===== config.mk =====
export PLATFORM = sky130hd
export DESIGN_NAME = led_level_meter
export DESIGN_NICKNAME = d
export VERILOG_FILES = /design/src/rtl/led_level_meter.sv
export SDC_FILE = /design/constraint.sdc
export NUM_CORES = 1
export LEC_CHECK = 0
export CAP_MARGIN = 20
export CORE_ASPECT_RATIO = 1.75
export CORE_MARGIN = 2
export CORE_UTILIZATION = 50
export CTS_CLUSTER_DIAMETER = 120
export DETAILED_ROUTE_END_ITERATION = 12
export PLACE_DENSITY = 0.82
export SYNTH_ARGS = -nofsm -noshare
export SYNTH_HDL_FRONTEND = slang
export SYNTH_SLANG_ARGS = --single-unit

===== constraint.sdc =====
create_clock -name clk_256fs -period 7.93 [get_ports clk_256fs]
set_input_delay 1.1895 -clock clk_256fs [delete_from_list [all_inputs] [get_ports clk_256fs]]
set_output_delay 1.1895 -clock clk_256fs [all_outputs]
set_load 0.1 [all_outputs]

===== src/rtl/led_level_meter.sv =====
// Peak-hold LED level meter: eight signed channels share one time-multiplexed
// magnitude/peak/hold/decay datapath, one channel per clock after each sample strobe.
module led_level_meter #(
  parameter int W            = 16,
  parameter int HOLD_SAMPLES = 4800,
  parameter int DECAY_SHIFT  = 4
) (
  input  logic                clk_256fs,
  input  logic                rst_n,
  input  logic                clk_fs,
  input  logic                clear,
  input  logic signed [W-1:0] in0,
  input  logic signed [W-1:0] in1,
  input  logic signed [W-1:0] in2,
  input  logic signed [W-1:0] in3,
  input  logic signed [W-1:0] in4,
  input  logic signed [W-1:0] in5,
  input  logic signed [W-1:0] in6,
  input  logic signed [W-1:0] in7,
  output logic        [7:0]   led0,
  output logic        [7:0]   led1,
  output logic        [7:0]   led2,
  output logic        [7:0]   led3,
  output logic        [7:0]   led4,
  output logic        [7:0]   led5,
  output logic        [7:0]   led6,
  output logic        [7:0]   led7,
  output logic                update,
  output logic                overrun
);
  localparam int HW = ($clog2(HOLD_SAMPLES + 1) < 1) ? 1 : $clog2(HOLD_SAMPLES + 1);
  localparam logic [HW-1:0] HOLD_LD = HW'(HOLD_SAMPLES);
  localparam logic [W:0]    MAG_MAX = (W+1)'((1 << (W-1)) - 1);

  typedef enum logic [1:0] {IDLE, RUN, DONE} state_t;

  state_t                 state_q, state_d;
  logic                   s1_q, s1_d, s2_q, s2_d, d_q, d_d, stb_q, stb_d;
  logic [2:0]             ch_q, ch_d;
  logic [7:0][W-1:0]      snap_q, snap_d;
  logic [7:0][6:0]        peak_q, peak_d;
  logic [7:0][HW-1:0]     hold_q, hold_d;
  logic [7:0]             pend_q, pend_d;
  logic                   overrun_q, overrun_d;
  logic [6:0]             lvl, pk;
  logic [HW-1:0]          hd;

  // |x| in W+1 bits so the most negative code is representable before saturating.
  function automatic logic [6:0] level_of(input logic [W-1:0] x);
    logic signed [W:0] sx;
    logic        [W:0] mag;
    sx  = {x[W-1], x};
    mag = sx[W] ? $unsigned(-sx) : $unsigned(sx);
    if (mag > MAG_MAX) mag = MAG_MAX;
    return mag[W-2:W-8];
  endfunction

  function automatic logic [6:0] decay_of(input logic [6:0] p);
    logic [6:0] dec;
    dec = p >> DECAY_SHIFT;
    if (dec == 7'd0) dec = 7'd1;
    return (p > dec) ? p - dec : 7'd0;
  endfunction

  always_ff @(posedge clk_256fs or negedge rst_n) begin
    if (!rst_n) begin
      state_q   <= IDLE;
      s1_q      <= 1'b0;
      s2_q      <= 1'b0;
      d_q       <= 1'b0;
      stb_q     <= 1'b0;
      ch_q      <= '0;
      snap_q    <= '0;
      peak_q    <= '0;
      hold_q    <= '0;
      pend_q    <= '0;
      overrun_q <= 1'b0;
    end else begin
      state_q   <= state_d;
      s1_q      <= s1_d;
      s2_q      <= s2_d;
      d_q       <= d_d;
      stb_q     <= stb_d;
      ch_q      <= ch_d;
      snap_q    <= snap_d;
      peak_q    <= peak_d;
      hold_q    <= hold_d;
      pend_q    <= pend_d;
      overrun_q <= overrun_d;
    end
  end

  always_comb begin
    state_d = state_q;
    case (state_q)
      IDLE:    if (stb_q) state_d = RUN;
      RUN:     if (ch_q == 3'd7) state_d = DONE;
      DONE:    state_d = IDLE;
      default: state_d = IDLE;
    endcase
  end

  always_comb begin
    update = (state_q == DONE);
  end

  always_comb begin
    s1_d      = clk_fs;
    s2_d      = s1_q;
    d_d       = s2_q;
    stb_d     = s2_q & ~d_q;
    snap_d    = snap_q;
    peak_d    = peak_q;
    hold_d    = hold_q;
    pend_d    = pend_q;
    ch_d      = ch_q;
    overrun_d = overrun_q | (stb_q & (state_q != IDLE));
    lvl       = level_of(snap_q[ch_q]);
    pk        = peak_q[ch_q];
    hd        = hold_q[ch_q];

    if (state_q == IDLE && stb_q) begin
      snap_d = {in7, in6, in5, in4, in3, in2, in1, in0};
      ch_d   = '0;
    end

    if (state_q == RUN) begin
      ch_d = ch_q + 3'd1;
      if (clear || pend_q[ch_q]) begin
        pk = '0;
        hd = '0;
      end else if (lvl >= pk) begin
        pk = lvl;
        hd = HOLD_LD;
      end else if (hd != '0) begin
        hd = hd - HW'(1);
      end else begin
        pk = decay_of(pk);
      end
      peak_d[ch_q] = pk;
      hold_d[ch_q] = hd;
      pend_d[ch_q] = 1'b0;
      // Mid-pass clear: later channels clear as they come up, earlier ones on the next pass.
      if (clear) begin
        pend_d       = '1;
        pend_d[ch_q] = 1'b0;
      end
    end else if (clear) begin
      peak_d = '0;
      hold_d = '0;
      pend_d = '0;
    end
  end

  assign overrun = overrun_q;
  assign led0    = {1'b0, peak_q[0]};
  assign led1    = {1'b0, peak_q[1]};
  assign led2    = {1'b0, peak_q[2]};
  assign led3    = {1'b0, peak_q[3]};
  assign led4    = {1'b0, peak_q[4]};
  assign led5    = {1'b0, peak_q[5]};
  assign led6    = {1'b0, peak_q[6]};
  assign led7    = {1'b0, peak_q[7]};

endmodule


==> qor.tcl <==
set qor(run_status) {completed}
set qor(layout_common_cells) {nand2_1, dfrtp_1, clkdlybuf4s50_1}
set qor(tritoncts) {done}
set qor(synth_async_sr_flop_share) 1.00
set qor(path_class) {reg -> reg}
set qor(area_growth_syn_to_layout_pct) 19.2
set qor(cts_repair_resize_count) 0
set qor(routed_wl_um) 47200
set qor(worst_slew_margin_rel) 0.215
set qor(routed_via_density) 6.22
set qor(drt_first_pass_iters) 5
set qor(final.setup.tns_ps) 0
set qor(ios) 198
set qor(post-route-period-util) 0.783
set qor(post_synth_instance_area_mm2) 0.0152
set qor(port-buffer-count) 189
set qor(synthesis.instances) 1558
set qor(yosysSeqAreaShare) 0.505
set qor(synthesis.area_per_instance_um2) 9.73
set qor(floorplan.rows) 84
set qor(synth_area_leader_cell) {dfrtp_1}
set qor(clock_tree.buffer_depth) 3
set qor(yosys_most_used_dff) {dfrtp_1}
set qor(worst_clock_skew_ps) 13.9
set qor(core_area_mm2) 0.0300
set qor(rsz0062_at_grt) {no}
set qor(worstSetupStartpointType) {flop}
set qor(clock-root-buffer) {clkbuf_16}
set qor(grt_pass1_wl_um) 72300
set qor(drt.antenna.violating_nets) 0
set qor(maxSlewViolCount) 0
set qor(final_core_utilization) 0.603
set qor(post-cts-setup-buffer-count) 0
set qor(cp-end-kind) {flop}
set qor(start_util) 0.506
set qor(timing_worst_slew_pin_value_ps) 1170
set qor(numPlacedInstances) 2038
set qor(synth.lib_cells_used.distinct) 84
set qor(via_count) 13000
set qor(first_global_vias) 13100
set qor(worst_hold_slack_ps) 368
set qor(yosys-top-cells-area) {dfrtp_1, nand2_1, a22o_1, mux4_2, mux2i_1}
set qor(globalRoute.totalOverflow) 0
set qor(maximum_number_of_pins_on_one_net_before_global_route_repair) 119
set qor(cp_data_arrival_time_ps) 6600
set qor(ys_ff_latch) 306
set qor(die_area_mm2) 0.0318
set qor(cts_sinks) 306
set qor(worst_setup_hold_path_clk_slew_ps) 70
set qor(grt_usage) 0.299
set qor(clock_insertion_delay_at_the_later_pin_of_the_skew_report_ps) 550
set qor(critical_path_peak_fanout) 55
set qor(place.gp.congestion) 0.984
set qor(route.detailed.drc) 0
set qor(timing.final.setup_violations) 0
set qor(layout_min_cycle_time_ps) 6210
set qor(height_of_the_die_um) 234
set qor(timing.hold.worst.class) {reg -> reg}
set qor(nets) 1828
set qor(ctsHtreeMaxLevel) 1
set qor(maxCapViolCount) 0
set qor(synth_top_area_share) 0.505
set qor(floorplan.die.width_um) 136
set qor(clock.fmax_mhz) 161
set qor(detail_route.wl_per_cell_um) 22.6
set qor(layoutNonFillerInstCount) 2088
set qor(synth_enable_flop_cells) 0
set qor(drt_iter0_drc) 1229
set qor(number_of_antenna_violations_at_the_first_check_in_global_routing) 0
set qor(mostFrequentLayoutCell) {nand2_1}
set qor(timing.critical_path.required_ps) 8320
set qor(synth_warnings) 0
set qor(endpoints_failing_hold) 0
set qor(dp_hpwl_um) 33600
set qor(cts_made_buffers) 26
set qor(hold_buffer_count_at_cts) 0
set qor(post_route_cells_drive_above_1_share) 0.0870
set qor(antenna-diode-count) 0
[registers in the layout, indices dropped and copies added (netlist names), 2 cells and up]
name,count
led6,7
led7,7
led5,7
pend_q,8
hold_q,104
led2,7
led4,7
led0,7
ch_q,3
state_q,2
snap_q,128
led1,7
led3,7
[routing by layer]
metal | up-vias | share of wire | routed length [um] | track usage
met4 | 0 | 0.099 | 4650 | 0.251
met5 | - | 0 | 0 | 0
met1 | 6323 | 0.34 | 16000 | 0.328
met3 | 254 | 0.060 | 2830 | 0.0350
met2 | 696 | 0.50 | 23700 | 0.512
li1 | 5714 | - | - | -
[synth_stat cells, types with 15 or more instances]
cell      count
a22oi_1      27
nand2_1     452
a221oi_1     15
nor3_1       18
mux4_2       22
mux2_2       17
a21oi_1      28
buf_2        19
a22o_1       57
buf_4        15
a221o_1      16
o21ai_0      79
nand2b_1     17
nand3_1      84
nor2_1       51
clkbuf_1     71
dfrtp_1     306
mux2i_1      42
o21ai_1      27
[worst max-delay path, cell delays in order, from the launching register on]
cell	delay, ps
dfrtp_4	890
inv_1	520
a221oi_1	380
o22a_1	400
and4_1	300
and2_1	190
nand2_1	60
a22oi_1	180
o31ai_1	100
buf_4	200
ha_1	270
nand2b_1	100
a211oi_1	70
o21ai_0	190
a31o_2	320
nand2b_1	780
nor3_1	140
a221oi_2	700
o21ai_1	210
[final timing paths]
kind	slack, ps	cells past startpoint	to	start
max in group asynchronous	5640	2	ch_q[0]	rst_n
worst min register to register	370	0	d_d	s1_q
worst max-delay path	1720	18	led1[5]	ch_q[2]
worst max register to register	1720	18	led1[5]	ch_q[2]
worst min-delay path	370	0	d_d	s1_q
min in group asynchronous	670	1	snap_q[54]	rst_n
[cell families (layout without fill, tap and decap cells)]
logic type / count (synthesis) / after routing / synth area share
buffers and inverters: 127 / 263 / 0.0402
flip-flops: 306 / 306 / 0.505
multiplexers: 86 / 86 / 0.0768
adder cells (fa/ha/maj): 15 / 15 / 0.0129
other: 1 / 8 / 0.000247
AO/OA/AOI/OAI: 328 / 328 / 0.157
XOR/XNOR: 12 / 12 / 0.00842
AND/OR/NAND/NOR: 683 / 683 / 0.199
[stage by stage]
step / worst slack [ps] / cell area [um2]
2_1_floorplan: 3250 / 15200
3_3_place_gp: 2060 / 17100
3_5_place_dp: 1860 / 17100
4_1_cts: 1800 / 18000
5_1_grt: 1350 / 18100
6_report: 1720 / 18100
[layout make-up]
cell class	count	area [um2]
Timing Repair Buffer	204	2050
Inverter	11	41.3
Tap cell	387	484
Fill cell	2450	11900
Sequential cell	306	7670
Multi-Input combinational cell	1132	6930
Clock buffer	41	798
Clock inverter	7	93.8
Power is left out: the tool's default activity adds up to more than one toggle a clock period on the data nets, which glitch-free logic cannot reach.
